===== src/rtl/uart_tx_mmio.sv =====
// uart_tx_mmio: memory-mapped UART transmitter on the CPU data bus.
// Written bytes are queued in a FIFO and sent as 8N1 frames on tx.
// The bit period is set by a programmable divider.
// Build option: define UART_TX_PARITY_EN to add an even-parity bit,
// giving 8E1 frames. STATUS bit4 reports that the option is present.
//
// state  | meaning
// IDLE   | line high, waiting for a queued byte
// START  | start bit (low) for DIV cycles
// DATA   | 8 data bits, LSB first, DIV cycles each
// PARITY | even parity bit, DIV cycles (UART_TX_PARITY_EN only)
// STOP   | stop bit (high); chains straight into the next START if queued
module uart_tx_mmio #(
    parameter logic [31:0] BASE_ADDR   = 32'h0000_2000,
    parameter int          FIFO_DEPTH  = 8,
    parameter logic [15:0] DEFAULT_DIV = 16'd4
) (
    input  logic        clk,
    input  logic        reset,
    input  logic [31:0] daddr,
    input  logic [31:0] dwdata,
    input  logic [3:0]  dwe,
    output logic [31:0] drdata,
    output logic        tx
);

    localparam int PW = $clog2(FIFO_DEPTH);
    localparam logic [PW:0] DEPTH_C = (PW+1)'(FIFO_DEPTH);

    localparam logic [2:0] S_IDLE   = 3'd0;
    localparam logic [2:0] S_START  = 3'd1;
    localparam logic [2:0] S_DATA   = 3'd2;
    localparam logic [2:0] S_STOP   = 3'd4;
`ifdef UART_TX_PARITY_EN
    localparam logic [2:0] S_PARITY = 3'd3;
    localparam logic       PAR_BIT  = 1'b1;
`else
    localparam logic       PAR_BIT  = 1'b0;
`endif

    logic [2:0]    state_q, state_d;
    logic [15:0]   cnt_q, cnt_d;
    logic [15:0]   div_q, div_d;
    logic [15:0]   div_lat_q, div_lat_d;
    logic [7:0]    shift_q, shift_d;
    logic [2:0]    bit_idx_q, bit_idx_d;
    logic          tx_q, tx_d;
    logic          ovf_q, ovf_d;
    logic [PW-1:0] wr_ptr_q, wr_ptr_d;
    logic [PW-1:0] rd_ptr_q, rd_ptr_d;
    logic [PW:0]   count_q, count_d;
    logic [7:0]    mem_q [FIFO_DEPTH];
`ifdef UART_TX_PARITY_EN
    logic          par_q, par_d;
`endif

    logic        in_win;
    logic [1:0]  reg_off;
    logic        push_req, push_acc, pop, load;
    logic        fifo_empty, fifo_full;
    logic        ovf_clr;
    logic        div_wr;
    logic [15:0] div_wr_val;
    logic [7:0]  head_byte;
    logic [31:0] status;
    logic        unused_bits;

    assign unused_bits = ^{daddr[1:0], dwdata[31:16], dwe[3:2]};

    assign in_win     = (daddr[31:4] == BASE_ADDR[31:4]);
    assign reg_off    = daddr[3:2];
    assign fifo_empty = (count_q == '0);
    assign fifo_full  = (count_q == DEPTH_C);
    assign head_byte  = mem_q[rd_ptr_q];

    assign push_req = in_win && (reg_off == 2'd0) && dwe[0];
    assign push_acc = push_req && (!fifo_full || pop);
    assign ovf_clr  = in_win && (reg_off == 2'd1) && dwe[0] && dwdata[3];
    assign div_wr   = in_win && (reg_off == 2'd2) && (|dwe[1:0]);
    assign div_wr_val = {dwe[1] ? dwdata[15:8] : div_q[15:8],
                         dwe[0] ? dwdata[7:0]  : div_q[7:0]};

    // FIFO bookkeeping, sticky overflow and divider register
    always_comb begin
        wr_ptr_d = wr_ptr_q;
        rd_ptr_d = rd_ptr_q;
        count_d  = count_q;
        ovf_d    = ovf_q;
        div_d    = div_q;
        if (push_acc) wr_ptr_d = wr_ptr_q + PW'(1);
        if (pop)      rd_ptr_d = rd_ptr_q + PW'(1);
        if (push_acc && !pop)      count_d = count_q + (PW+1)'(1);
        else if (!push_acc && pop) count_d = count_q - (PW+1)'(1);
        if (push_req && fifo_full && !pop) ovf_d = 1'b1;
        else if (ovf_clr)                  ovf_d = 1'b0;
        if (div_wr) div_d = (div_wr_val == 16'd0) ? 16'd1 : div_wr_val;
    end

    // Frame sequencer; each state holds for the divider latched at pop
    always_comb begin
        state_d   = state_q;
        cnt_d     = cnt_q;
        div_lat_d = div_lat_q;
        shift_d   = shift_q;
        bit_idx_d = bit_idx_q;
`ifdef UART_TX_PARITY_EN
        par_d     = par_q;
`endif
        load      = 1'b0;
        case (state_q)
            S_IDLE: begin
                if (!fifo_empty) load = 1'b1;
            end
            S_START: begin
                if (cnt_q == 16'd0) begin
                    state_d = S_DATA;
                    cnt_d   = div_lat_q - 16'd1;
                end else begin
                    cnt_d = cnt_q - 16'd1;
                end
            end
            S_DATA: begin
                if (cnt_q == 16'd0) begin
                    cnt_d = div_lat_q - 16'd1;
                    if (bit_idx_q == 3'd7) begin
`ifdef UART_TX_PARITY_EN
                        state_d = S_PARITY;
`else
                        state_d = S_STOP;
`endif
                    end else begin
                        bit_idx_d = bit_idx_q + 3'd1;
                        shift_d   = {1'b0, shift_q[7:1]};
                    end
                end else begin
                    cnt_d = cnt_q - 16'd1;
                end
            end
`ifdef UART_TX_PARITY_EN
            S_PARITY: begin
                if (cnt_q == 16'd0) begin
                    state_d = S_STOP;
                    cnt_d   = div_lat_q - 16'd1;
                end else begin
                    cnt_d = cnt_q - 16'd1;
                end
            end
`endif
            S_STOP: begin
                if (cnt_q == 16'd0) begin
                    if (!fifo_empty) load = 1'b1;
                    else             state_d = S_IDLE;
                end else begin
                    cnt_d = cnt_q - 16'd1;
                end
            end
            default: state_d = S_IDLE;
        endcase
        if (load) begin
            state_d   = S_START;
            shift_d   = head_byte;
            div_lat_d = div_q;
            cnt_d     = div_q - 16'd1;
            bit_idx_d = 3'd0;
`ifdef UART_TX_PARITY_EN
            par_d     = ^head_byte;
`endif
        end
    end

    assign pop = load;

    // Registered line level derived from the next state, so tx never glitches
    always_comb begin
        case (state_d)
            S_START: tx_d = 1'b0;
            S_DATA:  tx_d = shift_d[0];
`ifdef UART_TX_PARITY_EN
            S_PARITY: tx_d = par_d;
`endif
            default: tx_d = 1'b1;
        endcase
    end

    // State registers with synchronous reset; a reset abandons any frame
    always_ff @(posedge clk) begin
        if (reset) begin
            state_q   <= S_IDLE;
            cnt_q     <= 16'd0;
            div_q     <= DEFAULT_DIV;
            div_lat_q <= DEFAULT_DIV;
            shift_q   <= 8'd0;
            bit_idx_q <= 3'd0;
            tx_q      <= 1'b1;
            ovf_q     <= 1'b0;
            wr_ptr_q  <= '0;
            rd_ptr_q  <= '0;
            count_q   <= '0;
`ifdef UART_TX_PARITY_EN
            par_q     <= 1'b0;
`endif
        end else begin
            state_q   <= state_d;
            cnt_q     <= cnt_d;
            div_q     <= div_d;
            div_lat_q <= div_lat_d;
            shift_q   <= shift_d;
            bit_idx_q <= bit_idx_d;
            tx_q      <= tx_d;
            ovf_q     <= ovf_d;
            wr_ptr_q  <= wr_ptr_d;
            rd_ptr_q  <= rd_ptr_d;
            count_q   <= count_d;
`ifdef UART_TX_PARITY_EN
            par_q     <= par_d;
`endif
        end
    end

    // FIFO storage; contents are don't-care until pointed at, so no reset
    always_ff @(posedge clk) begin
        if (push_acc && !reset) mem_q[wr_ptr_q] <= dwdata[7:0];
    end

    assign status = {20'd0, 4'(count_q), 3'd0, PAR_BIT, ovf_q,
                     fifo_empty, fifo_full, (state_q != S_IDLE)};

    // Zero-latency read mux; zero outside the window so it can be ORed with dmem
    always_comb begin
        drdata = 32'd0;
        if (in_win) begin
            case (reg_off)
                2'd1:    drdata = status;
                2'd2:    drdata = {16'd0, div_q};
                default: drdata = 32'd0;
            endcase
        end
    end

    assign tx = tx_q;

endmodule


===== config.mk =====
export PLATFORM = sky130hd
export DESIGN_NAME = uart_tx_mmio
export DESIGN_NICKNAME = d
export VERILOG_FILES = /design/src/rtl/uart_tx_mmio.sv
export SDC_FILE = /design/constraint.sdc
export NUM_CORES = 1
export LEC_CHECK = 0
export CAP_MARGIN = 20
export CORE_MARGIN = 5
export CORE_UTILIZATION = 34
export CTS_CLUSTER_SIZE = 40
export DETAILED_ROUTE_END_ITERATION = 16
export RECOVER_POWER = 100
export SYNTH_ARGS = -nofsm -noshare
export SYNTH_HDL_FRONTEND = slang
export SYNTH_SLANG_ARGS = --single-unit

===== constraint.sdc =====
create_clock -name clk -period 9.8 [get_ports clk]
set_input_delay 1.96 -clock clk [delete_from_list [all_inputs] [get_ports clk]]
set_output_delay 1.96 -clock clk [all_outputs]
set_load 0.01 [all_outputs]

==> impl_metrics.toml, run 1 <==
[yosys]
synth-edff-count = 64
ys_ff_latch = 141
synth-seq-area-share_pct = 48.4
synth_flop_cell = "dfxtp_1"
synth_cell_types = 69
synth_area_per_cell_sq_um = 10.4
post-synth-top-area-cell = "edfxtp_1"
synth_warnings = 0
netlist_instances = 688
synth_area_leaders = "edfxtp_1 27%, dfxtp_1 22%, mux4_2 5.0%"
syn_area_sq_mm = 0.00715
netlist.area_leader.share_pct = 26.9
async_flop_share_pct = 0

[routing]
top_layer = "met4"
firstDrtPassIters = 5
met3_length_um = 759
num_vias = 5315
wl_met2_um = 8350
initialDrtViolationCount = 468
wire_per_inst_um = 17.1
wl_um = 17500
ant_nets = 0
viasPerCell = 5.21
wl_met1_um = 8230
drcViolationCount = 0

[pwr]
leakagePower_nw = 2.92
irDropWorstVdd_mv = 0.139
power.density_mw_per_mm2 = 258

[worst_hold_path]
hold_class = "reg -> reg"
holdPathStages = 2
min_delay_worst_endpoint = "ovf_q"
hold_path.startpoint = "ovf_q"

[sta]
setup_viol = 0
rsz0062_at_grt = "false"
drv_slew = 86
tightest_slew_ps = 3600
period_minus_slack_ps = 6910
fin_worst_skew_ps = 9.28
relSlewSlack_pct = -140
hold_viol_final = 0
fmax_ghz = 0.145
fin_setup_tns_ps = 0
fin_crit_sh_pct = 70.5

[floorplanning]
die_y_um = 155
dieWidth_um = 155
die_area_sq_mm = 0.0240
rows = 53
core_area_sq_mm = 0.0209
num_io_pins = 103
initial_core_util_pct = 34.2

[setup_path]
start_kind = "primary input"
r2r_cells = 8
worstReg2RegStart = "cnt_q[0]"
crit_type = "in -> out"
critPathMaxFanout = 11
reg2reg_slack_ps = 5850
rr_endpoint = "mem_q[6][0]"
critPathArrivalTime_ps = 4950
required_ps = 7840
endpoint_kind = "output pin"

[clock_network]
cts.path.max_buffers = 2
numCtsBuffers = 17
cts_root_buffer = "clkbuf_16"
cts_setup_buffers = 0
clk_pin_slew_ps = 60
clock_latency_ps = 420
postCtsHoldBufs = 0
postCtsResizedCells = 0
cts_tree = "built"
numClockSinks = 141
htreeDepth = 4

[place]
gp_congestion = 0.796
io_buffer_count = 66
place_hpwl_um = 12300
place_inst = 989

[status]
violations = "max-capacitance violations, max-slew violations"
run_status = "complete, but fails checks"

[global_routing]
grt_pass1_wl_um = 28200
grt_overflow_total = 0
grt_max_degree = 77
antenna_found_initial = 0
grt_pass1_vias = 5099
grtUsageTotal_pct = 14.8

[final_layout]
fin_cells = 1021
area_delta_synth_final_pct = 18.4
num-fill-cells = 1997
multiInputGateArea_sq_mm = 0.00331
seq_area_sq_mm = 0.00346
nNetsFinal = 817
diodes = 0
drive_above_1_share_pct = 9.38

[flow_run]
drv_cap = 2
==> registers in the layout, indices dropped and copies added, names as in the netlist, 3 cells and up, named ones only <==
signal     count
bit_idx_q      3
cnt_q         16
div_lat_q     16
wr_ptr_q       3
state_q        3
rd_ptr_q       3
count_q        4
shift_q        8
mem_q         64
div_q         16
==> cell usage after synthesis (4+ instances only) <==
library cell   n
nor2b_1        9
mux4_2        16
clkbuf_1      24
or4_1          4
nor2_1        55
a221oi_1       6
nor4_1        21
buf_2         10
a211oi_1      19
ha_1          13
o21ai_0        8
nand4_1        5
nand3_1       17
buf_4         22
xnor2_1       17
and3_1         7
inv_1         21
a31oi_1        5
edfxtp_1      64
nand2_1       76
mux2i_1       14
a21oi_1       58
a22oi_1       10
xor2_1        18
dfxtp_1       77
nor3_1        16
==> cell families after synthesis <==
logic type,count (synthesis),share of synthesized area [%]
AND/OR/NAND/NOR,247,18.7
flip-flops,141,48.4
AO/OA/AOI/OAI,139,13.1
buffers and inverters,81,5.90
XOR/XNOR,35,4.29
multiplexers,30,7.00
adder cells (fa/ha/maj),14,2.55
other,1,0.0524
==> where the power goes <==
group / total, W / switching (W) / internal, W / leakage [nW]
clock: 0.000621 / 0.000283 / 0.000338 / 0.280
sequential: 0.000780 / 0.0000951 / 0.000684 / 1.20
combinational: 0.000783 / 0.000462 / 0.000320 / 1.44
total: 0.00218 / 0.000840 / 0.00134 / 2.92
==> per-layer routing <==
layer | vias up | global-route usage [%]
met2 | 120 | 23.6
li1 | 2612 | -
met4 | 0 | 3.99
met1 | 2573 | 20.3
met3 | 10 | 3.12
met5 | - | 0
==> how the worst max path moves through the flow <==
stage / startpoint / to / slack [ps] / cells past startpoint
2_1_floorplan: daddr[7] / drdata[0] / 4690 / 6
3_3_place_gp: daddr[15] / drdata[0] / 3070 / 7
3_5_place_dp: daddr[13] / drdata[0] / 3070 / 7
4_1_cts: daddr[13] / drdata[0] / 3060 / 7
5_1_grt: daddr[15] / drdata[0] / 2740 / 7
6_report: daddr[15] / drdata[0] / 2890 / 7
==> layout make-up <==
cell class,count,area share (%)
timing repair buffer,70,8.23
clock inverter,15,1.71
tap,275,4.06
multi-input combinational,481,39.1
sequential,141,40.9
clock buffer,17,5.03
inverter,22,0.975
==> through the flow <==
| step | hold WS [ps] | power, W | utilization, % | setup slack, ps | instance area, sq um |
|---|---|---|---|---|---|
| 4_1_cts | 460 | 0.00220 | 40.6 | 3060 | 8490 |
| 6_report | 457 | 0.00218 | 40.5 | 2890 | 8470 |
| 3_5_place_dp | 451 | 0.00158 | 37.9 | 3070 | 7920 |
| 5_1_grt | 483 | 0.00232 | 40.5 | 2740 | 8470 |
| 2_1_floorplan | 432 | 0.00138 | - | 4690 | 7210 |
| 3_3_place_gp | 442 | 0.00157 | 37.8 | 3070 | 7890 |
==> placed cells by master, fill, tap and decap left out, types with 7 or more instances in the layout <==
cell type,instances
clkdlybuf4s50_1,39
mux4_2,16
a21oi_1,58
nor2b_1,9
a211oi_1,19
dlygate4sd3_1,26
mux2i_1,14
a22oi_1,10
dfxtp_1,77
o21ai_0,8
nand2_1,77
conb_1,16
clkbuf_16,17
xnor2_1,17
nor2_1,55
nor3_1,16
ha_1,13
and3_1,7
edfxtp_1,64
nand3_1,17
xor2_1,18
nor4_1,21
inv_1,21
==> critical path, cell delays in order <==
cell	delay, ps
dlygate4sd3_1	540
nor4_1	330
nand4_1	130
nor2_1	630
nand2_1	410
a21oi_1	300
dlygate4sd3_1	640
(Power assumes the default switching activity.)
==> inputs of run 2 (changes only) <==
Clock period 9.8 ns to 6.2 ns, I/O delays scaled along.
==> run 2 against run 1 <==
  * The flow still finishes with violations (max-capacitance violations, max-slew violations)
  * Routed wire length down 1.1%
  * Combinational power up 56%
  * Worst setup slack worse by 1800 ps
  * Critical path depth up 1
  * Clock power up 64%
  * Power up 59%
  * Final cell count up 0.20%
  * Sequential power up 56%
  * Highest routed layer unchanged
==> impl_metrics.toml, run 2 (same netlist as run 1, synthesis figures left out) <==
[global_routing]
grt.met1_usage_pct = 21.5
met2_usage_pct = 22.4
busiest_layer = "met2"
grt_overflow_total = 0
grt_pass1_wl_um = 28300
grt_max_degree = 78
grtUsageTotal_pct = 14.8
grt_pass1_vias = 5057
use_met3_pct = 2.61
antenna_found_initial = 0

[floorplanning]
num_io_pins = 103
initial_core_util_pct = 34.2
rows = 53
die_y_um = 155
core_area_sq_mm = 0.0209
die_area_sq_mm = 0.0240
dieWidth_um = 155

[routing]
drcViolationCount = 0
wl_um = 17300
viasPerCell = 5.20
firstDrtPassIters = 5
ant_nets = 0
wire_per_inst_um = 16.9
num_vias = 5320
initialDrtViolationCount = 502

[sta]
tightest_slew_ps = 1910
fin_setup_tns_ps = 0
period_minus_slack_ps = 5110
setup_viol = 0
rsz0062_at_grt = "false"
relSlewSlack_pct = -27.0
fin_crit_sh_pct = 82.4
fmax_ghz = 0.196
hold_viol_final = 0
drv_slew = 89
fin_worst_skew_ps = 8.98

[final_layout]
final_cell_mix = "77 x nand2_1, 77 x dfxtp_1, 64 x edfxtp_1"
fin_area_sq_mm = 0.00845
top_register = "mem_q"
num-fill-cells = 2041
nNetsFinal = 819
largest_reg_flops = 64
diodes = 0
drive_above_1_share_pct = 8.69
area_delta_synth_final_pct = 18.1

[clock_network]
postCtsHoldBufs = 0
cts.path.max_buffers = 2
postCtsResizedCells = 0
cts_root_buffer = "clkbuf_16"
numClockSinks = 141
cts_tree = "built"
numCtsBuffers = 17
cts_setup_buffers = 0
htreeDepth = 4
clk_pin_slew_ps = 60
clock_latency_ps = 430

[place]
gp_congestion = 0.807
io_buffer_count = 66
placed_cell_area_sq_mm = 0.00791
place_hpwl_um = 12200

[setup_path]
critPathArrivalTime_ps = 3870
crit_type = "in -> out"
endpoint_kind = "output pin"
required_ps = 4960
start_kind = "primary input"
critPathMaxFanout = 10

[pwr]
power.density_mw_per_mm2 = 410
leakagePower_nw = 2.92
irDropWorstVdd_mv = 0.246

[worst_hold_path]
hold_class = "reg -> reg"

[status]
run_status = "complete, but fails checks"
violations = "max-capacitance violations, max-slew violations"

[flow_run]
drv_cap = 2
## run 2: final cells by class
type / instances / area (sq um) / share of cell area [%]
Multi-Input combinational cell: 481 / 3280 / 38.8
Sequential cell: 141 / 3460 / 41.0
Clock inverter: 15 / 166 / 1.97
Inverter: 22 / 82.6 / 0.978
Clock buffer: 17 / 425 / 5.04
Tap cell: 275 / 344 / 4.07
Timing Repair Buffer: 72 / 686 / 8.12
## run 2: where the power goes
group | switching (W) | internal (W) | total (W)
combinational | 0.000733 | 0.000491 | 0.00122
clock | 0.000445 | 0.000575 | 0.00102
sequential | 0.000137 | 0.00108 | 0.00122
total | 0.00132 | 0.00215 | 0.00346
## run 2: metal layers
layer  part of all wire [%]  vias to the layer above  routed length [um]
met5                      0                        -                   0
met2                     46                      108                8000
met1                     49                     2572                8380
li1                       -                     2622                   -
met3                    3.7                       18                 639
met4                    1.5                        0                 258
## run 2: path summary, 6_finish.rpt
kind              from         end  slack (ps)  cells past startpoint
min              ovf_q       ovf_q         450                      2
max          daddr[15]   drdata[7]        1090                      8
min reg2reg      ovf_q       ovf_q         450                      2
max reg2reg   cnt_q[0]  count_q[3]        1590                     14
## run 2: critical path, cell delays in order
cell and delay [ps]:
dlygate4sd3_1 530, nor4_1 330, nand4_1 140, nor2_1 160, clkbuf_1 440, nand2_1 240, nor2_1 150, dlygate4sd3_1 620
## run 2: per-stage QoR
stage	total power [W]	hold slack, ps	setup WS [ps]	util (%)	std cells
final	0.00346	453	1090	40.4	1023
after global routing	0.00369	501	884	40.4	1023
after CTS	0.00352	452	1540	40.7	1023
after detailed placement	0.00248	443	1540	37.9	991
after global placement	0.00248	441	1540	37.9	991
after floorplan	0.00218	432	2530	-	703
==> inputs of run 3 (changes only) <==
Clock period 6.2 ns to 4.5 ns, I/O delays scaled along.
==> run 3 against run 2 <==
  * The run still ends with max-capacitance violations, max-slew violations left
  * Final cell count grew 0.68%
  * Sequential share of layout area is 0.32 points lower
  * Critical path type unchanged
  * Global-route usage decreased by 0.33 points
==> impl_metrics.toml, run 3 (same netlist as run 1, synthesis figures left out) <==
[routing]
num_vias = 5296
firstDrtPassIters = 5
ant_nets = 0
drcViolationCount = 0
wire_per_inst_um = 16.7
viasPerCell = 5.14
initialDrtViolationCount = 389
wl_um = 17200

[pwr]
power_switching_w = 0.00186
combPwrFrac_pct = 35.0
switching_share_pct = 38.7
power.density_mw_per_mm2 = 564
seq_power_share_pct = 35.5
p_int_w = 0.00294
irDropWorstVdd_mv = 0.458
clkPwrFrac_pct = 29.4
power_w = 0.00480
leakagePower_nw = 2.95

[final_layout]
top_register = "mem_q"
diodes = 0
largest_reg_flops = 64
nNetsFinal = 826
drive_above_1_share_pct = 9.40
final_cell_mix = "77 x nand2_1, 77 x dfxtp_1, 64 x edfxtp_1"
fin_area_sq_mm = 0.00851
num-fill-cells = 2042
area_delta_synth_final_pct = 19.0

[clock_network]
cts.path.max_buffers = 2
cts_root_buffer = "clkbuf_16"
numClockSinks = 141
cts_tree = "built"
htreeDepth = 4
cts_setup_buffers = 0
postCtsHoldBufs = 0
numCtsBuffers = 17
clk_pin_slew_ps = 70
clock_latency_ps = 430
postCtsResizedCells = 0

[place]
gp_congestion = 0.801
place_hpwl_um = 12200
io_buffer_count = 66
dp_slack_ps = 565
placed_cell_area_sq_mm = 0.00797

[setup_path]
path_cells = "dlygate4sd3_1 -> nor4_1 -> nand4_1 -> nor2_1 -> nand2_1 -> a21oi_1 -> dlygate4sd3_1"
crit_type = "in -> out"
cpMostUsedCell = "dlygate4sd3_1"
start_kind = "primary input"
required_ps = 3600
max_stage_delay_ps = 640
cp_slowest_cell = "dlygate4sd3_1"
endpoint_kind = "output pin"
worst-path-buf-inv = 2
critPathArrivalTime_ps = 3170
critPathMaxFanout = 8
path_delay_family = "buffers and inverters"

[sta]
hold_viol_final = 0
setup_slack_ps = 432
tightest_slew_ps = 3040
fmax_ghz = 0.246
fin_setup_tns_ps = 0
fin_crit_sh_pct = 90.4
drv_slew = 64
fin_worst_skew_ps = 15.4
period_minus_slack_ps = 4070
setup_viol = 0
rsz0062_at_grt = "false"
relSlewSlack_pct = -103

[floorplanning]
rows = 53
num_io_pins = 103
dieWidth_um = 155
die_area_sq_mm = 0.0240
die_y_um = 155
core_area_sq_mm = 0.0209
initial_core_util_pct = 34.2

[global_routing]
antenna_found_initial = 0
grt_pass1_vias = 5015
grt_pass1_wl_um = 27600
grtUsageTotal_pct = 14.5
grt_max_degree = 64
grt_overflow_total = 0

[status]
run_status = "complete, but fails checks"
violations = "max-capacitance violations, max-slew violations"

[flow_run]
drv_cap = 1

[worst_hold_path]
hold_class = "reg -> reg"
==> run 3: cell types whose count changed in the layout (fill, tap and decap cells not counted), moves of 2 or more <==
cell	change
inv_6	-4
buf_4	+2
clkinv_8	+3
clkbuf_1	+5
inv_8	+3
==> run 3: cell type report <==
cell class / count / area (sq um) / area share [%]
Clock buffer: 17 / 425 / 5.00
Timing Repair Buffer: 79 / 719 / 8.45
Clock inverter: 15 / 181 / 2.13
Inverter: 22 / 82.6 / 0.970
Sequential cell: 141 / 3460 / 40.7
Tap cell: 275 / 344 / 4.04
Multi-Input combinational cell: 481 / 3300 / 38.7
==> run 3: worst min-delay path: stages, from the launching register on <==
cell	delay, ps
dfxtp_1	310
nand2_1	50
a21oi_1	50
==> run 3: worst paths after layout <==
kind	startpoint	to	slack [ps]	cells after the start
hold reg to reg	ovf_q	ovf_q	450	2
setup / recovery	daddr[14]	drdata[0]	430	7
hold / removal	ovf_q	ovf_q	450	2
setup reg to reg	cnt_q[0]	count_q[3]	1190	14
==> run 3: per-stage QoR <==
step	util, %	instances	hold WS (ps)
3_5_place_dp	38.1	998	443
3_3_place_gp	38.1	998	442
6_report	40.7	1030	452
2_1_floorplan	-	703	432
5_1_grt	40.7	1030	498
4_1_cts	41.0	1030	453
==> run 3: layer usage <==
| layer | vias up | global-route usage, % | wire (um) |
|---|---|---|---|
| met3 | 17 | 2.42 | 627 |
| met1 | 2546 | 20.4 | 8290 |
| li1 | 2621 | - | - |
| met4 | 0 | 4.75 | 225 |
| met2 | 112 | 22.8 | 8090 |
| met5 | - | 0 | 0 |
==> run 3: power groups by stage <==
stage	registers [W]	logic [W]	clock network [W]
6_report	0.00171	0.00168	0.00141
5_1_grt	0.00174	0.00186	0.00150
4_1_cts	0.00171	0.00171	0.00144
3_5_place_dp	0.00173	0.00170	0
3_3_place_gp	0.00173	0.00169	0
2_1_floorplan	0.00163	0.00137	0
